**config.mk**
```make
export PLATFORM = sky130hd
export DESIGN_NAME = anti_droop_iir_mc
export DESIGN_NICKNAME = d
export VERILOG_FILES = /design/src/rtl/antidroop_pkg.sv /design/src/rtl/antidroop_chan.sv /design/src/rtl/anti_droop_iir_mc.sv
export SDC_FILE = /design/constraint.sdc
export NUM_CORES = 1
export LEC_CHECK = 0
export CELL_PAD_IN_SITES_DETAIL_PLACEMENT = 0
export CELL_PAD_IN_SITES_GLOBAL_PLACEMENT = 1
export CORE_MARGIN = 3
export CORE_UTILIZATION = 44
export DETAILED_ROUTE_END_ITERATION = 6
export PLACE_DENSITY = 0.74
export SLEW_MARGIN = 15
export SYNTH_ARGS = -nofsm -noshare
export SYNTH_HDL_FRONTEND = slang
export SYNTH_SLANG_ARGS = --single-unit
```
**constraint.sdc**
```tcl
create_clock -name clk -period 6.1 [get_ports clk]
set_input_delay 1.83 -clock clk [delete_from_list [all_inputs] [get_ports clk]]
set_output_delay 1.83 -clock clk [all_outputs]
set_load 0.005 [all_outputs]
```
**src/rtl/antidroop_pkg.sv**
```systemverilog
// antidroop_pkg: default parameters and saturation helpers for the
// anti-droop IIR datapath. No ports; imported by chan and top.
package antidroop_pkg;

  localparam int NCH_DEF       = 2;
  localparam int DW_DEF        = 16;
  localparam int TW_DEF        = 7;
  localparam int IIR_SCALE_DEF = 15;
  localparam int AW_DEF        = 48;

  // Clamp a sign-extended value to the signed range of width w.
  function automatic logic signed [127:0] sat_w(
    input logic signed [127:0] x,
    input int                  w
  );
    logic signed [127:0] hi;
    logic signed [127:0] lo;
    hi = (128'sd1 <<< (w - 1)) - 128'sd1;
    lo = ~hi;
    if (x > hi) return hi;
    if (x < lo) return lo;
    return x;
  endfunction

  function automatic logic signed [127:0] sat_DW(
    input logic signed [127:0] x,
    input int                  dw
  );
    return sat_w(x, dw);
  endfunction

  function automatic logic signed [127:0] sat_AW(
    input logic signed [127:0] x,
    input int                  aw
  );
    return sat_w(x, aw);
  endfunction

endpackage

```
**src/rtl/antidroop_chan.sv**
```systemverilog
// antidroop_chan: one channel of weighted-sum droop correction.
// Ports: clk_i/rst_i, clr_i (acc clear), oflow_clr_i, din_i, w_i,
// dout_o, oflow_now_o, oflow_sticky_o. Macro ANTIDROOP_PIPE_EN
// adds one input register ahead of the multiplier and summer.
module antidroop_chan
  import antidroop_pkg::*;
#(
  parameter int DW        = DW_DEF,
  parameter int TW        = TW_DEF,
  parameter int IIR_SCALE = IIR_SCALE_DEF,
  parameter int AW        = AW_DEF
) (
  input  logic                 clk_i,
  input  logic                 rst_i,
  input  logic                 clr_i,
  input  logic                 oflow_clr_i,
  input  logic signed [DW-1:0] din_i,
  input  logic signed [TW-1:0] w_i,
  output logic signed [DW-1:0] dout_o,
  output logic                 oflow_now_o,
  output logic                 oflow_sticky_o
);

  localparam int MW  = DW + TW;
  localparam int SW  = AW + 1;
  localparam int SDW = DW + 1;
  localparam int CH  = IIR_SCALE + DW;

  localparam logic signed [DW-1:0] DMAX = {1'b0, {(DW-1){1'b1}}};
  localparam logic signed [DW-1:0] DMIN = {1'b1, {(DW-1){1'b0}}};

  logic signed [TW-1:0] w1_q, w2_q;
  logic signed [DW-1:0] din_q;
  logic signed [MW-1:0] mult_q, mult_d;
  logic signed [AW-1:0] acc_q, acc_d;
  logic signed [DW-1:0] dout_q, dout_d;
  logic                 on_q, on_d;
  logic                 st_q, st_d;

  logic signed [DW-1:0] src;
  logic signed [SW-1:0] sum;
  logic signed [DW-1:0] corr;
  logic signed [SDW-1:0] dsum;
  logic                 cov;

`ifdef ANTIDROOP_PIPE_EN
  logic signed [DW-1:0] din_p_q;

  always_ff @(posedge clk_i) begin
    if (rst_i) din_p_q <= '0;
    else       din_p_q <= din_i;
  end

  assign src = din_p_q;
`else
  assign src = din_i;
`endif

  always_comb begin
    mult_d = MW'(src) * MW'(w2_q);
    sum    = SW'(acc_q) + SW'(mult_q);
    acc_d  = clr_i ? '0 : AW'(sat_AW(128'(sum), AW));
    corr   = acc_q[CH-1:IIR_SCALE];
    // Guard bit above the slice disagrees: slice cannot hold corr.
    cov    = acc_q[CH] ^ acc_q[CH-1];
    dsum   = SDW'(din_q) + SDW'(corr);
    if (cov) begin
      dout_d = acc_q[CH] ? DMIN : DMAX;
      on_d   = 1'b1;
    end else begin
      dout_d = DW'(sat_DW(128'(dsum), DW));
      on_d   = dsum[DW] ^ dsum[DW-1];
    end
    // Registered oflow_now sets the flag, so set beats a coincident clear.
    st_d = on_q | (st_q & ~oflow_clr_i);
  end

  always_ff @(posedge clk_i) begin
    if (rst_i) begin
      w1_q   <= '0;
      w2_q   <= '0;
      din_q  <= '0;
      mult_q <= '0;
      acc_q  <= '0;
      dout_q <= '0;
      on_q   <= 1'b0;
      st_q   <= 1'b0;
    end else begin
      w1_q   <= w_i;
      w2_q   <= w1_q;
      din_q  <= src;
      mult_q <= mult_d;
      acc_q  <= acc_d;
      dout_q <= dout_d;
      on_q   <= on_d;
      st_q   <= st_d;
    end
  end

  assign dout_o         = dout_q;
  assign oflow_now_o    = on_q;
  assign oflow_sticky_o = st_q;

endmodule

```
**src/rtl/anti_droop_iir_mc.sv**
```systemverilog
// anti_droop_iir_mc: multi-channel anti-droop IIR corrector.
// Ports: clk, rst, trig, acc_clr_en, din, tap_weight, oflow_clr,
// dout, oflow_now, oflow_sticky. Macro ANTIDROOP_PIPE_EN (in chan).
module anti_droop_iir_mc
  import antidroop_pkg::*;
#(
  parameter int NCH       = NCH_DEF,
  parameter int DW        = DW_DEF,
  parameter int TW        = TW_DEF,
  parameter int IIR_SCALE = IIR_SCALE_DEF,
  parameter int AW        = AW_DEF
) (
  input  logic              clk,
  input  logic              rst,
  input  logic              trig,
  input  logic              acc_clr_en,
  input  logic [NCH*DW-1:0] din,
  input  logic [NCH*TW-1:0] tap_weight,
  input  logic              oflow_clr,
  output logic [NCH*DW-1:0] dout,
  output logic [NCH-1:0]    oflow_now,
  output logic [NCH-1:0]    oflow_sticky
);

  logic trig_a_q, trig_b_q;
  logic trig_edge;
  logic acc_clr;

  // Two flops resynchronise the async trigger; edge detect on the pair.
  always_ff @(posedge clk) begin
    if (rst) begin
      trig_a_q <= 1'b0;
      trig_b_q <= 1'b0;
    end else begin
      trig_a_q <= trig;
      trig_b_q <= trig_a_q;
    end
  end

  assign trig_edge = trig_a_q & ~trig_b_q;
  assign acc_clr   = trig_edge & acc_clr_en;

  for (genvar g = 0; g < NCH; g++) begin : g_ch
    antidroop_chan #(
      .DW       (DW),
      .TW       (TW),
      .IIR_SCALE(IIR_SCALE),
      .AW       (AW)
    ) u_chan (
      .clk_i         (clk),
      .rst_i         (rst),
      .clr_i         (acc_clr),
      .oflow_clr_i   (oflow_clr),
      .din_i         (din[g*DW +: DW]),
      .w_i           (tap_weight[g*TW +: TW]),
      .dout_o        (dout[g*DW +: DW]),
      .oflow_now_o   (oflow_now[g]),
      .oflow_sticky_o(oflow_sticky[g])
    );
  end

endmodule

```
## Yosys cells after proc, flatten, opt, wreduce, memory -nomap -nowiden

Index checks and enable logic that the tools add are counted.

| word-level totals | value |
|---|---|
| flip-flop bits (word level) | 240 |
| input port bits | 51 |
| output and inout port bits | 36 |
| word-level logic and storage cells | 83 |

| cells by class | value |
|---|---|
| add/sub/neg operators | 4 |
| multiply operators | 2 |
| $lt $le $gt $ge | 8 |
| multiplexer cells | 38 |
| bitwise gates (word level) | 12 |
| reductions and logical operators | 1 |

Operators with widths:

| operator | count |
|---|---|
| 48-bit 2-to-1 mux | 8 |
| 16-bit 2-to-1 mux | 12 |
| 48-bit by 23-bit adder with 49-bit output | 2 |
| 49-bit by 48-bit > comparator with 1-bit output, second input constant | 2 |
| 49-bit by 48-bit less-than comparator with 1-bit output, second input constant | 2 |
| 16-bit by 7-bit multiplier with 23-bit output | 2 |
| 16-bit by 16-bit adder with 17-bit output | 2 |
| 17-bit by 16-bit > comparator with 1-bit output, second input constant | 2 |
| 17-bit by 16-bit less-than comparator with 1-bit output, second input constant | 2 |
| 1-bit 2-to-1 mux | 18 |
| 1-bit AND | 4 |
| 1-bit XOR | 4 |
| 1-bit inverter | 2 |
| 1-bit OR | 2 |
| 2-bit OR reduction | 1 |

## Depth between registers and ports, before layout

| depth | value |
|---|---|
| depth after elaboration | 9 |
| mapped depth | 20 |
| mapped depth without buffers | 20 |

## Cells and area by module

From an unflattened synthesis, not the netlist that was laid out.

| unflattened totals | value |
|---|---|
| cell total of the unflattened synthesis | 2524 |
| area, all modules | 21709.6 µm² |

Modules (own cells, without submodules):

| module | times used | cells an instance | area an instance (µm²) | seq. area each (µm²) |
|---|---|---|---|---|
| antidroop_chan at g_ch[1].u_chan | 1 | 1284 | 10998.0 | 2382.3 |
| antidroop_chan at g_ch[0].u_chan | 1 | 1235 | 10650.2 | 2382.3 |
| anti_droop_iir_mc | 1 | 5 | 61.3 | 40.0 |

## Least setup slack after synthesis

OpenSTA, ideal clock, no wires.

| timing | value |
|---|---|
| path kind | input to register |
| start | in din[3] |
| end | reg g_ch[0].u_chan.mult_q[21] |
| setup time | 0.128 ns |
| arrival | 6.236 ns |
| data required time | 5.972 ns |
| slack | -0.263 ns |
| stages | 17 |
| buffers on the path | 0 |
| cells stage by stage | and2_1 fa_1 fa_1 fa_1 inv_1 fa_1 inv_1 ha_1 o21a_1 or2_2 a31oi_1 o21ai_0 o41ai_1 o21ai_0 o41ai_1 xor2_1 nor2_1 |

| on the way | value |
|---|---|
| cells in the longest elaborated chain, start to end | 1 |

RTL lines:

| element | line | text |
|---|---|---|
| start: declaration | anti_droop_iir_mc.sv:17 | `input logic [NCH*DW-1:0] din,` |
| 16-bit by 7-bit multiplier with 23-bit output | antidroop_chan.sv:60 | `mult_d = MW'(src) * MW'(w2_q);` |
| end signal: assignment | antidroop_chan.sv:92 | `mult_q <= mult_d;` |
| end: declaration | antidroop_chan.sv:34 | `logic signed [MW-1:0] mult_q, mult_d;` |

Every way passes these cells.
A chain may end at the register's enable or synchronous reset.

## Worst setup path after layout

| timing | value |
|---|---|
| start | in din[28] |
| end | reg g_ch[1].u_chan.mult_q[22] |

| on the way | value |
|---|---|
| cells in the longest elaborated chain, start to end | 1 |

RTL lines:

| element | line |
|---|---|
| 16-bit by 7-bit multiplier with 23-bit output | antidroop_chan.sv:60 |
| end signal: assignment | antidroop_chan.sv:92 |
| end: declaration | antidroop_chan.sv:34 |

Every way passes these cells.

==> flow_summary_export.csv <==
group,metric,value,unit
clock_tree,cts_buffers,31,
detailed_routing,drt_iter0_drc,925,
timing,fmax,0.167,GHz
synth,syn_avg_cell_area,8.79,µm²
grt,overflow,0,
setup_path,path_cells,"clkdlybuf4s50_1 -> buf_6 -> nand2_1 -> fa_1 -> inv_1 -> fa_1 -> fa_1 -> inv_1 -> fa_1 -> inv_1 -> ha_4 -> a21o_1 -> a2111o_1 -> nand2_2 -> o21ai_4 -> a2111oi_4 -> o31ai_2 -> xnor2_1 -> nor2_1",
setup_path,start_kind,"primary input",
timing,tightest_slew,1080,ps
setup_path,rr_startpoint,"g_ch[1].u_chan.w2_q[6]",
setup_path,crit_arrival,6410,ps
pwr,p_leak,0.0125,µW
synth,synth_edf_count,0,
synth,netlist_top_cells_area,"dfxtp_1, fa_1, ha_1",
cells_and_area,final_core_util,52.9,%
placement,dp.cells,3264,
clock_tree,cts.sinks,240,
cells_and_area,layout-drive-gt1-share,11.6,%
floorplanning,die_area,0.0521,mm²
clock_tree,clock_latency,580,ps
floorplanning,placeableCoreArea,0.0482,mm²
cells_and_area,antenna_cells,0,
cells_and_area,areaGrowthSynthToFinish,17.4,%
timing,relSlewSlack,26.2,%
detailed_routing,drt_pass1_iterations,7,
grt,grt_pass1_wl,90400,µm
timing,slew_viol_final,0,
floorplanning,dieWidth,228,µm
clock_tree,clock-root-buffer,"clkbuf_16",
clock_tree,clk_pin_slew,60,ps
hold_path,holdPathEnd,"g_ch[0].u_chan.w2_q[1]",
pwr,max-vdd-ir-drop,0.213,mV
status,outcome,"finished, final reports clean",
pwr,power_density,306,mW/mm²
setup_path,cp_data_required_time,6540,ps
timing,fin_worst_hold_slack,434,ps
setup_path,path_buf_inv,5,
setup_path,reg2reg_depth,19,
synth,yosys_warnings,0,
detailed_routing,via_per_inst,5.32,
detailed_routing,final_antenna_net_count,0,
synth,syn_inst,2475,
synth,async_reset_ff_share,0,%
clock_tree,cts_tree,"built",
synth,synthFlopType,"dfxtp_1",
detailed_routing,drt-total-wl,54000,µm
synth,yosysTopAreaCell,"dfxtp_1",
setup_path,cp_top_family,"adder cells",
grt,first_global_vias,18300,
setup_path,r2r_slack,820,ps
grt,grt_usage,20.6,%
placement,gp_congestion,0.897,
clock_tree,cts.path.max_buffers,3,
floorplanning,die-height,228,µm
job,maxCapViolCount,0,
floorplanning,io_pins,87,
timing,timing.final.crit_share,97.9,%
synth,syn-num-nets,2922,
detailed_routing,drc_errors,0,
setup_path,max_stage_delay,540,ps
cells_and_area,nFillCells,4583,
hold_path,hold_start,"g_ch[0].u_chan.w1_q[1]",
setup_path,critPathMaxFanout,3,
hold_path,hold_path_class,"reg -> reg",
synth,syn_area,0.0217,mm²
cells_and_area,final_nets,3095,
setup_path,r2r-end,"g_ch[1].u_chan.mult_q[22]",
timing,skew,13.6,ps
synth,ys_seq_area_share,22.1,%
floorplanning,rows,80,
detailed_routing,wire_per_inst,16.2,µm
setup_path,path_common_cell,"fa_1",
grt,antenna_found_initial,3,
grt,grt_max_degree,63,
clock_tree,htreeDepth,1,
placement,dp_hpwl,42400,µm
timing,finalSetupViolCount,0,
setup_path,worstSetupEndpointType,"flop",
hold_path,hold_depth,1,
synth,synth_seq_cells,240,
setup_path,critPathSlowestCell,"fa_1",
synth,ys_types,93,
cells_and_area,final_cells,3327,
timing,post-route-min-period,5970,ps
setup_path,path_class,"in -> reg",
timing,hold_violations,0,
floorplanning,start_util,45.1,%
placement,io_buffers,86,
detailed_routing,vias,17700,
setup_path,crit_start,"din[28]",
synth,yosys.area.top_type_share,22.1,%
## power breakdown
group	switching (µW)	internal, µW
clock	736	1310
sequential	234	1950
combinational	2000	1580
total	2970	4840
## synthesized netlist by cell type (all sizes together) (29+ instances only)
library cell	n
fa	172
o21bai	32
a21oi	175
o21ai	86
dfxtp	240
and2	152
xnor2	100
nor2b	83
inv	268
ha	224
xor2	53
nor3	29
clkbuf	57
buf	30
a21o	142
nor2	169
a31oi	47
nand2	152
## layer usage
layer  global-route usage (%)  vias to the layer above  wire length (µm)
li1                         -                     8749                 -
met1                     28.3                     8500             25600
met2                     34.0                      361             24500
met3                     3.54                       84              2750
met4                     4.81                        0              1150
met5                        0                        -                 0
## flip-flops by register name (all words and copies together), names as in the netlist
signal	flops
g_ch.u_chan.mult_q	46
g_ch.u_chan.oflow_now_o	2
g_ch.u_chan.w2_q	14
g_ch.u_chan.oflow_sticky_o	2
trig_b_q	1
trig_a_q	1
g_ch.u_chan.w1_q	14
g_ch.u_chan.dout_o	32
g_ch.u_chan.din_q	32
g_ch.u_chan.acc_q	96
## timing repair
action                                  4_1_cts  5_1_grt
pin swaps                                    25       49
buffers inserted                              2        5
hold buffers                                  0        0
endpoints found under the setup margin       10       15
resized for setup                            50       59
## cell usage in the layout, fill, tap and decap left out, types with 83 or more instances in the layout
| cell type | count |
|---|---|
| inv_1 | 265 |
| dfxtp_1 | 240 |
| ha_1 | 214 |
| fa_1 | 166 |
| nor2_1 | 164 |
| a21oi_1 | 163 |
| and2_1 | 152 |
| nand2_1 | 149 |
| a21o_1 | 138 |
| buf_4 | 138 |
| xnor2_1 | 100 |
| nor2b_1 | 83 |
## layout make-up
| cell class | count | area, µm² | area share [%] |
|---|---|---|---|
| Clock buffer | 36 | 835 | 3.27 |
| Inverter | 268 | 1010 | 3.94 |
| Tap cell | 656 | 821 | 3.21 |
| Multi-Input combinational cell | 1880 | 15900 | 62.1 |
| Timing Repair Buffer | 227 | 1900 | 7.43 |
| Clock inverter | 20 | 322 | 1.26 |
| Sequential cell | 240 | 4800 | 18.8 |
## worst max path at each step
stage               slack, ps  cells after the start                        end
finish                    130                     19  g_ch[1].u_chan.mult_q[22]
global route              -40                     19  g_ch[1].u_chan.mult_q[22]
CTS                         2                     18  g_ch[0].u_chan.mult_q[21]
detailed placement       -860                     20  g_ch[0].u_chan.mult_q[20]
global placement         -800                     21  g_ch[0].u_chan.mult_q[20]
floorplan                 -20                     17  g_ch[0].u_chan.mult_q[21]
## per-stage QoR
stage	instance area [µm²]	setup slack (ps)	total power, µW	TNS, ps
3_5_place_dp	24100	-862	5730	-12490
2_1_floorplan	21800	-15.0	4710	-15.0
4_1_cts	25300	1.71	7850	0
6_report	25500	126	7810	0
5_1_grt	25500	-44.6	8400	-46.3
3_3_place_gp	24100	-800	5680	-11470
## kinds of logic after synthesis
logic type / count (synthesis) / synth area share, %
AO/OA/AOI/OAI: 622 / 19.6
XOR/XNOR: 153 / 6.16
adder cells (fa/ha/maj): 396 / 28.7
buffers and inverters: 355 / 6.65
flip-flops: 240 / 22.1
multiplexers: 3 / 0.144
AND/OR/NAND/NOR: 706 / 16.6
Power figures use the tool's default switching activity.
